File: config.mk
export PLATFORM = sky130hd
export DESIGN_NAME = instr_sequencer
export DESIGN_NICKNAME = d
export VERILOG_FILES = /design/src/rtl/instr_sequencer.sv
export SDC_FILE = /design/constraint.sdc
export NUM_CORES = 1
export LEC_CHECK = 0
export CAP_MARGIN = 10
export CORE_MARGIN = 2
export CORE_UTILIZATION = 49
export DETAILED_ROUTE_END_ITERATION = 8
export PLACE_DENSITY = 0.86
export SKIP_LAST_GASP = 1
export SYNTH_ARGS = -nofsm -noshare
export SYNTH_HDL_FRONTEND = slang
export SYNTH_SLANG_ARGS = --single-unit
File: constraint.sdc
create_clock -name clock -period 4.3 [get_ports clock]
set_input_delay 1.075 -clock clock [delete_from_list [all_inputs] [get_ports clock]]
set_output_delay 1.075 -clock clock [all_outputs]
set_load 0.1 [all_outputs]
File: src/rtl/instr_sequencer.sv
// instr_sequencer
//   Multi-cycle instruction fetch / decode / execute / write-back sequencer.
//   An instruction is fetched from a word-addressed instruction memory using a
//   req/ack handshake. Two-word instructions (I_TYPE, M_TYPE) fetch an extra
//   immediate word. The decoded instruction is handed to an external execution
//   unit through exec_start/exec_done, and a register-file write strobe is
//   issued in write-back.
//
//   Opcode encoding (instr_out[2:0]):
//     0 R_TYPE, 1 I_TYPE, 2 B_TYPE, 3 J_TYPE, 4 M_TYPE, 7 SYS_END,
//     5 and 6 are unassigned and retire as NOPs.
//
// Ports
//   clock, reset_n            clock and asynchronous active-low reset
//   start                     pulse that leaves IDLE
//   mem_req/mem_addr          instruction-memory read request and word address
//   mem_rdata/mem_ack         read data and request completion
//   instr_out/imm_out         latched instruction word and immediate word
//   instr_valid               high for the single DECODE cycle
//   rf_write_req              decoder write flag, sampled in DECODE
//   exec_start/exec_done      execution handshake
//   branch_taken/target       redirect, sampled with exec_done
//   rf_we                     register-file write strobe (WB cycle)
//   pc, halted, retired       program counter, halt flag, retired count
module instr_sequencer #(
  parameter logic [15:0] RESET_PC = 16'h0000
) (
  input  logic        clock,
  input  logic        reset_n,
  input  logic        start,
  output logic        mem_req,
  output logic [15:0] mem_addr,
  input  logic [15:0] mem_rdata,
  input  logic        mem_ack,
  output logic [15:0] instr_out,
  output logic [15:0] imm_out,
  output logic        instr_valid,
  input  logic        rf_write_req,
  output logic        exec_start,
  input  logic        exec_done,
  input  logic        branch_taken,
  input  logic [15:0] branch_target,
  output logic        rf_we,
  output logic [15:0] pc,
  output logic        halted,
  output logic [15:0] retired
);

  localparam logic [2:0] OP_R_TYPE  = 3'd0;
  localparam logic [2:0] OP_I_TYPE  = 3'd1;
  localparam logic [2:0] OP_B_TYPE  = 3'd2;
  localparam logic [2:0] OP_J_TYPE  = 3'd3;
  localparam logic [2:0] OP_M_TYPE  = 3'd4;
  localparam logic [2:0] OP_SYS_END = 3'd7;

  typedef enum logic [2:0] {
    IDLE,
    FETCH,
    FETCH_IMM,
    DECODE,
    EXEC,
    WB,
    HALTED
  } state_t;

  state_t state, state_next;
  logic   rf_wr_latched;
  logic   exec_first;
  logic [2:0] opcode;

  function automatic logic is_two_word(input logic [2:0] op);
    return (op == OP_I_TYPE) || (op == OP_M_TYPE);
  endfunction

  function automatic logic is_exec_op(input logic [2:0] op);
    return (op == OP_R_TYPE) || (op == OP_I_TYPE) || (op == OP_B_TYPE) ||
           (op == OP_J_TYPE) || (op == OP_M_TYPE);
  endfunction

  assign opcode = instr_out[2:0];

  // State register.
  always_ff @(posedge clock or negedge reset_n) begin
    if (!reset_n) state <= IDLE;
    else          state <= state_next;
  end

  // Next-state and Moore outputs. mem_addr is only driven while a request is
  // outstanding so that it reads as zero in reset and in idle states.
  always_comb begin
    state_next  = state;
    mem_req     = 1'b0;
    instr_valid = 1'b0;
    exec_start  = 1'b0;
    rf_we       = 1'b0;
    halted      = 1'b0;
    case (state)
      IDLE: begin
        if (start) state_next = FETCH;
      end
      FETCH: begin
        mem_req = 1'b1;
        if (mem_ack) state_next = is_two_word(mem_rdata[2:0]) ? FETCH_IMM : DECODE;
      end
      FETCH_IMM: begin
        mem_req = 1'b1;
        if (mem_ack) state_next = DECODE;
      end
      DECODE: begin
        instr_valid = 1'b1;
        if (opcode == OP_SYS_END)  state_next = HALTED;
        else if (is_exec_op(opcode)) state_next = EXEC;
        else                       state_next = FETCH;
      end
      EXEC: begin
        exec_start = exec_first;
        if (exec_done) state_next = WB;
      end
      WB: begin
        rf_we      = rf_wr_latched;
        state_next = FETCH;
      end
      HALTED: begin
        halted = 1'b1;
      end
      default: state_next = IDLE;
    endcase
  end

  assign mem_addr = mem_req ? pc : 16'h0000;

  // Datapath registers. NOPs and SYS_END retire as they leave DECODE; executed
  // instructions retire in WB. A taken branch overrides the already-advanced pc.
  always_ff @(posedge clock or negedge reset_n) begin
    if (!reset_n) begin
      pc            <= RESET_PC;
      instr_out     <= 16'h0000;
      imm_out       <= 16'h0000;
      rf_wr_latched <= 1'b0;
      exec_first    <= 1'b0;
      retired       <= 16'h0000;
    end else begin
      case (state)
        FETCH: begin
          if (mem_ack) begin
            instr_out <= mem_rdata;
            pc        <= pc + 16'd1;
            if (!is_two_word(mem_rdata[2:0])) imm_out <= 16'h0000;
          end
        end
        FETCH_IMM: begin
          if (mem_ack) begin
            imm_out <= mem_rdata;
            pc      <= pc + 16'd1;
          end
        end
        DECODE: begin
          rf_wr_latched <= rf_write_req;
          exec_first    <= 1'b1;
          if (!is_exec_op(opcode)) retired <= retired + 16'd1;
        end
        EXEC: begin
          exec_first <= 1'b0;
          if (exec_done && branch_taken) pc <= branch_target;
        end
        WB: begin
          retired <= retired + 16'd1;
        end
        default: ;
      endcase
    end
  end

endmodule

## Yosys cells after proc, flatten, opt, wreduce, memory -nomap -nowiden

Index checks and enable logic that the tools add are counted.

- Flip-flop bits (word level): 69
- Input bits: 39
- Output and inout port bits: 85
- Logic and storage cells: 73

- Add/sub/neg operators: 2
- Equal/unequal tests: 21
- Multiplexer cells: 24
- Bitwise logic cells: 1
- Reduce and logical (&&, ||, !) cells: 18

Operators by type and width:

| operator | count |
|---|---|
| 2-to-1 mux 16 bit | 7 |
| one-hot mux 16 bit (2 select lines) | 3 |
| adder 16 x 1 -> 16 bit (second input constant) | 2 |
| one-hot mux 3 bit (7 select lines) | 1 |
| == test 3 bit (second input constant) | 6 |
| 2-to-1 mux 3 bit | 6 |
| != test 2 bit (second input constant) | 7 |
| == test 3 x 2 -> 1 bit (second input constant) | 4 |
| == test 3 x 1 -> 1 bit (second input constant) | 3 |
| nonzero test 2 bit | 4 |
| zero test 3 bit | 2 |
| 2-to-1 mux 1 bit | 6 |
| logical OR 1 bit | 5 |
| AND reduction 5 bit | 1 |
| AND reduction 2 bit | 2 |
| AND reduction 4 bit | 1 |
| AND reduction 3 bit | 1 |
| != test 2 x 1 -> 1 bit (second input constant) | 1 |
| one-hot mux 1 bit (2 select lines) | 1 |
| OR reduction 2 bit | 1 |
| logical AND 1 bit | 1 |
| inverter 1 bit | 1 |

## Longest topological paths before layout

Gate-level depths: netlist of the first run.

- Word-level depth: 8
- Mapped depth: 7
- Depth with buffers taken out: 5

## Worst setup path after synthesis of the first run

No wires, ideal clock.

- Path type: flip-flop to output port
- From: register state[2]
- To: output rf_we
- Arrival time: 2.875 ns
- Required time: 3.225 ns
- Setup slack: 0.350 ns
- Cell stages (with the launch flop): 5
- Buffers on the path: 2
- Path through: dfrtp_1 > buf_2 > inv_1 > clkbuf_1 > nor3_1

- Cells in the longest elaborated chain, start to end: 2

RTL lines:

| item | RTL line | text |
|---|---|---|
| start: declaration | 66 | `state_t state, state_next;` |
| start signal: assignment | 85 | `else state <= state_next;` |
| == test 3 bit | 97 | `case (state)` |
| 2-to-1 mux 1 bit | 97 |  |
| end: declaration | 43 | `output logic rf_we,` |

No other way between the ends.

## Worst setup path in the final report of the first run

- From: register state[1]
- To: output exec_start

- Cells in the longest elaborated chain, start to end: 2

RTL lines:

| item | RTL line | text |
|---|---|---|
| == test 3 bit | 97 |  |
| 2-to-1 mux 1 bit | 97 |  |
| end: declaration | 39 | `output logic exec_start,` |

No other way between the ends.

==> results of run 1 <==
==> layout make-up <==
class	instances	area (sq um)	area share [%]
multi-input combinational	234	1640	33.4
clock buffer	11	141	2.88
sequential	69	1730	35.2
timing repair buffer	126	1200	24.4
inverter	5	18.8	0.383
tap	96	120	2.45
clock inverter	5	58.8	1.20
==> cell usage in the layout, fill, tap and decap left out, types with 5 or more instances in the layout <==
cell type	synthesis	layout
clkdlybuf4s50_1	0	101
dfrtp_1	69	69
nand2_1	26	26
buf_4	4	24
and3_1	20	20
a21oi_1	20	20
nand3_1	17	17
mux2_2	17	17
a22o_1	16	16
nor2_1	14	14
xnor2_1	14	14
clkbuf_8	0	10
o22ai_1	9	9
o21ai_0	9	9
nand4_1	8	8
inv_1	5	5
and2_1	5	5
==> synthesized netlist by cell type (2+ instances only) <==
| library cell | number |
|---|---|
| dfrtp_1 | 69 |
| nand2_1 | 26 |
| a21oi_1 | 20 |
| and3_1 | 20 |
| mux2_2 | 17 |
| nand3_1 | 17 |
| a22o_1 | 16 |
| nor2_1 | 14 |
| xnor2_1 | 14 |
| o21ai_0 | 9 |
| o22ai_1 | 9 |
| nand4_1 | 8 |
| buf_2 | 6 |
| clkbuf_1 | 6 |
| and2_1 | 5 |
| inv_1 | 5 |
| buf_4 | 4 |
| nand4b_1 | 4 |
| o31ai_1 | 4 |
| buf_6 | 3 |
| o211ai_1 | 3 |
| o21ai_1 | 3 |
| xor2_1 | 3 |
| a31oi_1 | 2 |
| and4_1 | 2 |
| ha_1 | 2 |
| mux2i_1 | 2 |
| nand2b_1 | 2 |
| nor3_1 | 2 |
| nor4_1 | 2 |
| o32ai_1 | 2 |
| or2_2 | 2 |
==> layer usage <==
layer	track usage (%)	vias to the layer above
met4	7.30	0
li1	-	1449
met5	0	-
met2	37.1	147
met1	32.8	1518
met3	7.74	14
==> sequential cells by signal, summed over array words and instances, names as in the netlist <==
signal         cells
state              3
instr_out         16
retired           16
pc                16
imm_out           16
rf_wr_latched      1
exec_first         1
==> kinds of logic (layout without fill, tap and decap cells) <==
| kind of cell | after synthesis | in the layout | synth area share, % |
|---|---|---|---|
| DFF | 69 | 69 | 49.3 |
| buffers and inverters | 25 | 147 | 4.00 |
| AOI/OAI and AO/OA | 81 | 81 | 16.5 |
| and+or+nand+nor | 114 | 114 | 18.5 |
| xor gates and xnor gates | 18 | 18 | 5.03 |
| muxes | 19 | 19 | 6.03 |
| adders and majority gates | 2 | 2 | 0.714 |
==> metrics by stage <==
stage	worst slack, ns	cells	utilization [%]
after CTS	0.987	546	71.3
final	0.983	546	71.3
after global routing	0.875	546	71.3
after floorplan	0.350	328	-
after global placement	1.43	530	68.4
after detailed placement	1.36	530	68.4
==> final timing paths <==
path	from	end	slack, ns
worst min register to register	retired[13]$_DFFE_PN0P_	retired[13]$_DFFE_PN0P_	0.49
worst max-delay path	state[1]$_DFFE_PN0P_	exec_start	0.98
min in group asynchronous	reset_n	state[0]$_DFFE_PN0P_	0.93
max in group asynchronous	reset_n	pc[7]$_DFFE_PN0P_	2.77
worst max register to register	state[1]$_DFFE_PN0P_	pc[14]$_DFFE_PN0P_	1.83
worst min-delay path	retired[13]$_DFFE_PN0P_	retired[13]$_DFFE_PN0P_	0.49
==> metrics.txt, run 1 <==
largest net degree at the start of global routing 70; syn avg cell area roughly 11 sq um; die width 88.6 um; warnings from Yosys 0; final instance area 4900 sq um; Min-Delay Path Class reg -> reg; DRT iter0 DRCs 175; post-DR wirelength/cell 16.9 um; H-tree Lvls 3; Setup crit end kind output port; Max Cap Viol 0; post-cts sizing count 0; Setup-failing EPs final 0; fill count 513; Post-synth EDFFs 0; Mapped Cells 328; Crit-path slowest cell nor3b_4; Crit path max-delay family simple AND/OR/NAND/NOR gates; Post-Route WL slightly above 9000 um; CP Data Arrival Time 2.24 ns; library cells used by synthesis 57; Worst Path Max Fanout 21; Top Layer Used met4; sequential fraction of the synthesis area between 40 and 50%; CTS Hold Bufs 0; f_max 0.301 GHz; Root Driver clkbuf_8; DR vias 3128; first drt pass iteration count 5; Num CTS Buffers 9; Worst Hold Depth 1; M1 wire length 4160 um; Hold Slack 0.487 ns; share of the synthesized area in the top cell type roughly 49%; worst slew pin tran 1.01 ns; met3 WL 782 um; RSZ-0062 raised after global routing no; asr flop ratio synth 100%; RePlAce Congestion between 0.8 and 0.9; vias in the first global route 2982; Fin. Hold Viols 0; CTS clk-pin slew, worst paths 0.08 ns; Sink Count 69; relative slew slack 32.5%; kind of critical path reg -> out; WP depth 3; P&R area growth vs syn 39.8%; area leader, netlist dfrtp_1; Core Area 6870 sq um; wire length on met2 4180 um; max-slew violation count 0; flop and latch count out of synthesis 69; drt via density approximately 5.7; grt total ovfl 0; post-layout min period 3.32 ns; R2R depth 4; initial core utilization 51.0%; CP Cell Sequence nor3b_4 -> and2_1 -> buf_4; Final Skew 0.0124 ns; initial antenna violation count 0; Syn Nets 369; ys flop type dfrtp_1; full die area around 8000 sq um; Placed Area 4700 sq um; I/O pin cnt 124; nets between 400 and 500; CP Buf/Inv Count 1; total track usage 24.1%; fraction of layout cells with a size suffix above 1 between 10% and 20%; port bufs 123; ant diodes 0; period utilization between 70% and 80%; Max clock buf depth 2; top post-synthesis cells by area dfrtp_1 49%, mux2_2 5.5%, a22o_1 4.0%, and3_1 3.6%, xnor2_1 3.5%; Syn Std Cell Area 3510 sq um; Remaining DRCs 0; worst stage delay on the critical path 0.73 ns; post-route ant nets 0; die height 88.6 um; first-pass GRT wire length 14600 um; crit path launch type flip-flop; Fin Setup TNS 0 ns; worst skew pair latency 0.34 ns; FP Rows 30; Final HPWL DP around 6300 um; CTS tree done; outcome finished clean; CP required 3.22 ns; setup bufs post-CTS 0
Power of run 1 is not shown: default switching activity piles up to over one toggle a cycle in this logic, so the estimate is an artifact.
==> run 2: changes to the inputs <==
CORE_UTILIZATION = 45   (was 49)
PLACE_DENSITY = 0.8   (was 0.86)
clock period = 3.15 ns   (was 4.3 ns; I/O delays follow)
==> run 2 against run 1 <==
  * Die area rose by 8.5%
  * Via count fell by 0.13%
  * Non-clock buffer count rose by 2
  * Routed wire length rose by 0.24%
  * Global-route usage fell by 2.2 points
  * Final cell count rose by 1.5%
  * Sequential share of layout area fell by 0.64 points
  * Clock-buffer cell count fell by 1
  * Setup slack got worse by 0.72 ns
==> metrics.txt, run 2 (synthesis results as in run 1) <==
Sink Count 69 (unchanged); worst skew pair latency 0.34 ns (about the same); CP Cell Sequence inv_1 -> nand3_1 -> inv_1 -> buf_12; grt total ovfl 0 (unchanged); worst stage delay on the critical path 0.56 ns (-0.17 ns); Remaining DRCs 0 (unchanged); Max Cap Viol 0 (unchanged); CP required 2.36 ns (-0.86 ns); max-slew violation count 0 (unchanged); die width 92.3 um (+4.2%); Final Skew 0.0173 ns (+0.00485 ns); DR vias 3124 (-0.13%); initial core utilization 45.8% (-5.2 points); setup bufs post-CTS 0 (unchanged); Fin. Hold Viols 0 (unchanged); vias in the first global route 2994 (+0.40%); post-cts sizing count 0 (unchanged); period utilization between 90 and 100%; fill count 615 (+20%); nets 488 (+0.41%); CTS Hold Bufs 0 (unchanged); total track usage 21.9% (-2.2 points); outcome finished clean; P&R area growth vs syn 42.4%; die height 92.3 um (+4.2%); initial antenna violation count 0 (unchanged); first drt pass iteration count 4 (-1); Setup crit end kind output port; crit path launch type flip-flop; worst slew pin tran 1.17 ns (+0.166 ns); post-layout min period 2.88 ns; f_max 0.347 GHz; Final HPWL DP 6640 um (+5.0%); r2r setup slk 1.04 ns (-0.79 ns); Critical Path Most Common Cell inv_1; leading cell type in the layout, fill and taps excluded buf_4; Root Driver clkbuf_8; Fin Setup TNS 0 ns (unchanged); CTS tree done; Num CTS Buffers 9 (unchanged); drt via density 5.64 (-1.6%); Min-Delay Path Class in -> async; RePlAce Congestion 0.877 (-2.3%); RR Startpoint state[1]$_DFFE_PN0P_; post-route ant nets 0 (unchanged); relative slew slack 21.2% (-11 points); Crit-path slowest cell inv_1; I/O pin cnt 124 (unchanged); port bufs 123 (unchanged); most frequent cells in the layout 70 x buf_4, 69 x dfrtp_1, 37 x clkdlybuf4s50_1; Core Area 7650 sq um (+11%); Setup-failing EPs final 0 (unchanged); H-tree Lvls 3 (unchanged); largest net degree at the start of global routing 45 (-36%); ant diodes 0 (unchanged); full die area 8510 sq um (+8.5%); CP Data Arrival Time 2.10 ns (-0.14 ns); kind of critical path reg -> out; FP Rows 32 (+6.7%); DRT iter0 DRCs 155 (-11%); Critical Path Start state[2]$_DFFE_PN0P_; fraction of layout cells with a size suffix above 1 30.3% (+15 points); CTS clk-pin slew, worst paths 0.09 ns (about the same); RSZ-0062 raised after global routing no; Post-Route WL 9270 um (+0.24%); Worst Path Max Fanout 24 (+14%); post-DR wirelength/cell 16.7 um (-1.2%); Max clock buf depth 2 (unchanged); first-pass GRT wire length 14900 um (+1.7%)
-- run 2: changes by cell type in the layout (fill, tap and decap cells not counted), sizes merged --
cell / delta
clkinv: +1
clkdlybuf4s50: -64
clkbuf: -1
buf: +66
bufinv: -1
inv: +1
-- run 2: cell type report --
cell class                      count  area [sq um]  area share (%)
Clock buffer                       10           128            2.56
Sequential cell                    69          1730            34.6
Timing Repair Buffer              128          1300            26.1
Inverter                            5          18.8           0.376
Multi-Input combinational cell    234          1640            32.9
Tap cell                          102           128            2.56
Clock inverter                      6          46.3           0.927
-- run 2: path summary, 6_finish.rpt --
check                                            endpoint  depth (start not counted)
max in group asynchronous          imm_out[4]$_DFFE_PN0P_                          2
worst min-delay path            rf_wr_latched$_DFFE_PN0P_                          1
min in group clock                retired[15]$_DFFE_PN0P_                          1
worst min register to register    retired[15]$_DFFE_PN0P_                          1
worst max register to register         pc[14]$_DFFE_PN0P_                          6
worst max-delay path                          instr_valid                          4
-- run 2: critical path, delay by kind of cell (launching register included) --
family	cells	cell delay, ns
flops	1	0.54
simple gates	1	0.22
buf+inv	3	0.98
-- run 2: layer usage --
metal | track usage (%) | vias to the layer above | part of all wire, %
met5 | 0 | - | 0
met4 | 5.72 | 0 | 0.39
met3 | 6.82 | 6 | 8.2
met2 | 34.6 | 139 | 47
met1 | 29.4 | 1522 | 45
li1 | - | 1457 | -
-- run 2: per-stage QoR --
stage | area [sq um] | cells | utilization [%] | hold WS, ns | setup WS [ns]
6_report | 4990 | 554 | 65.3 | 0.448 | 0.267
5_1_grt | 4990 | 554 | 65.3 | 0.478 | 0.120
4_1_cts | 4990 | 554 | 65.3 | 0.458 | 0.256
3_5_place_dp | 4820 | 538 | 63.0 | 0.469 | 0.254
3_3_place_gp | 4820 | 538 | 63.0 | 0.464 | 0.397
2_1_floorplan | 3510 | 328 | - | 0.446 | 0.272
Power of run 2 is left out for the same reason.
==> run 3: changes to the inputs <==
HOLD_SLACK_MARGIN = 0.06   (was not set)
==> results of run 3 <==
No change in the layout: final DEF, timing and power equal those of run 2.
Power of run 3 is left out for the same reason.
==> patch (flow settings as in run 3) <==
Re-encode `state_t` (7 states) as one-hot, 7 bits wide.
--- a/src/rtl/instr_sequencer.sv
+++ b/src/rtl/instr_sequencer.sv
@@ -53,14 +53,14 @@
   localparam logic [2:0] OP_M_TYPE  = 3'd4;
   localparam logic [2:0] OP_SYS_END = 3'd7;
 
-  typedef enum logic [2:0] {
-    IDLE,
-    FETCH,
-    FETCH_IMM,
-    DECODE,
-    EXEC,
-    WB,
-    HALTED
+  typedef enum logic [6:0] {
+    IDLE      = 7'b0000001,
+    FETCH     = 7'b0000010,
+    FETCH_IMM = 7'b0000100,
+    DECODE    = 7'b0001000,
+    EXEC      = 7'b0010000,
+    WB        = 7'b0100000,
+    HALTED    = 7'b1000000
   } state_t;
 
   state_t state, state_next;
Behaviour: same outputs for any inputs over 4 cycles, from zero or initial values and one cycle with reset_n low; so few cycles prove little.
==> patch against run 3 <==
- sequential cell count up 4
- non-clock buffer count unchanged
- synthesized area up 4.4%
- critical path depth up 1
- routed wire length up 3.0%
- sequential share of layout area up 1.0 points
- setup slack better by 6.0 ps
- design area up 2.8%
- critical endpoint is now mem_addr[1]
- largest cell class unchanged
==> patch: results (changes against run 3) <==
stage,metric,value,unit,change
outcome,status,completed,,unchanged
detailed_routing,1st-iter DRT viols,184,,was 155
critical_path,Critical-path top delay cell,dfrtp_1,,was inv_1
placement,Setup WS pre-CTS,514.6,ps,was 253.8 ps
power,Static Leakage,0.002376,µW,
detailed_routing,via/cell ratio,5.520,,was 5.639
clock_tree,# H-tree levels,3,,unchanged
timing,Slew HR,38.88,%,was 21.18%
detailed_routing,DR vias,3141,,was 3124
timing,period utilization,91.33,%,was 91.52%
clock_tree,Clock Pin Slew Worst Setup and Hold Paths,70,ps,was 90 ps
timing,Final Hold Fails,0,,unchanged
timing,Final Setup Violations,0,,unchanged
grt,grt met3 use,6.180,%,was 6.820%
layout,final layout net count,504,,was 488
grt,maximum number of pins on one net before global-route repair,74,,was 45
placement,# placed instances,554,,was 538
power,worst vdd ir,0.0009247,V,
layout,Ant. Diodes,0,,unchanged
min_path,hold crit path type,register to register,,was input pin to async pin
critical_path,Worst setup startpoint,state[6],,was state[2]
critical_path,CP peak stage delay,440,ps,was 560 ps
logic_synthesis,"top cells by area, synth","dfrtp_1 (49%), mux2_2 (5.2%), a22o_1 (4.1%)",,"was dfrtp_1 (49%), mux2_2 (5.5%), a22o_1 (4.0%)"
grt,first-pass GRT wire length,15.57,mm,was 14.87 mm
layout,layout cells sized above 1,32.33,%,was 30.31%
logic_synthesis,Synth warnings,0,,unchanged
placement,DP Area,4970,µm²,was 4818 µm²
logic_synthesis,commonest cells in the netlist,"dfrtp_1 (72), nand2_1 (26), a21oi_1 (22), nor2_1 (22), and2_1 (19)",,"was dfrtp_1 (69), nand2_1 (26), a21oi_1 (20), and3_1 (20)"
critical_path,reg2reg setup slack,870,ps,was 1040 ps
critical_path,worst reg2reg endpoint,pc[7],,was pc[14]
critical_path,reg2reg start,state[3],,was state[1]
logic_synthesis,syn nets,382,,was 369
grt,vias in the first global route,3244,,was 2994
critical_path,dominant delay contributor by cell family on the critical path,simple AND/OR/NAND/NOR gates,,was buffers and inverters
clock_tree,worst skew pair latency,340,ps,about the same
grt,initial antenna violation count,0,,unchanged
critical_path,Critical Path End,mem_addr[1],,was instr_valid
timing,clock skew,4.876,ps,was 17.29 ps
placement,Final GP Congestion,0.9008,,was 0.8771
min_path,Hold Path Stages,1,,
placement,Final HPWL DP,6.975,mm,was 6.642 mm
grt,grt met2 use,34.70,%,was 34.62%
critical_path,Crit Path Max Fanout,17,,was 24
logic_synthesis,Mean Syn Cell Area,10.73,µm²,was 10.69 µm²
clock_tree,cts bufs inserted,9,,unchanged
logic_synthesis,post-synthesis sequential area ratio,49.97,%,was 49.25%
logic_synthesis,Synth cell types,50,,was 57
grt,GR Util met1,29.75,%,was 29.35%
detailed_routing,Wirelength per Cell,16.79,µm,was 16.74 µm
critical_path,R2R depth,5,,was 6
grt,Tot GR Track Use,22.57,%,was 21.88%
[patch: cell count changes in the layout (fill, tap and decap cells not counted), moves of 4 or more]
| cell | run 3 | this run |
|---|---|---|
| and3_1 | 20 | 9 |
| and2_2 | 0 | 9 |
| a2bb2oi_1 | 0 | 5 |
| nor2_1 | 14 | 22 |
| nand4b_1 | 4 | 0 |
| and2_1 | 5 | 10 |
| o21ai_0 | 9 | 15 |
[patch: power breakdown]
| group | switching [µW] | total, µW | internal, µW |
|---|---|---|---|
| registers | 227 | 1380 | 1160 |
| logic | 1980 | 2630 | 656 |
| clock network | 348 | 625 | 277 |
| total | 2550 | 4640 | 2090 |
[patch: layer usage]
| layer | vias up | wire, µm |
|---|---|---|
| li1 | 1485 | - |
| met1 | 1485 | 4234 |
| met4 | 0 | 209 |
| met2 | 149 | 4302 |
| met3 | 22 | 807 |
| met5 | - | 0 |
[patch: cell families (layout without fill, tap and decap cells)]
group                      count (synthesis)  count (layout)  share of synthesized area [%]
AOI/OAI and AO/OA                         82              82                          15.42
and+or+nand+nor                          120             120                          18.81
DFF                                       73              73                          49.97
buffers and inverters                     24             150                          3.967
adders and majority gates                  2               2                         0.6839
xor gates and xnor gates                  19              19                          4.754
muxes                                     21              21                          6.395
[patch: area by class of cell]
type	count	area (µm²)
Clock buffer	9	123.9
Clock inverter	6	36.28
Fill cell	646	2678
Inverter	7	26.28
Multi-Input combinational cell	244	1697
Sequential cell	73	1828
Tap cell	102	127.6
Timing Repair Buffer	128	1291
[patch: worst min path at each step]
stage,start,end,slack [ps]
after global placement,rf_wr_latched,rf_wr_latched,460
after CTS,retired[15],retired[15],480
final,retired[15],retired[15],480
after detailed placement,retired[15],retired[15],470
after global routing,retired[15],retired[15],500
after floorplan,rf_wr_latched,rf_wr_latched,440
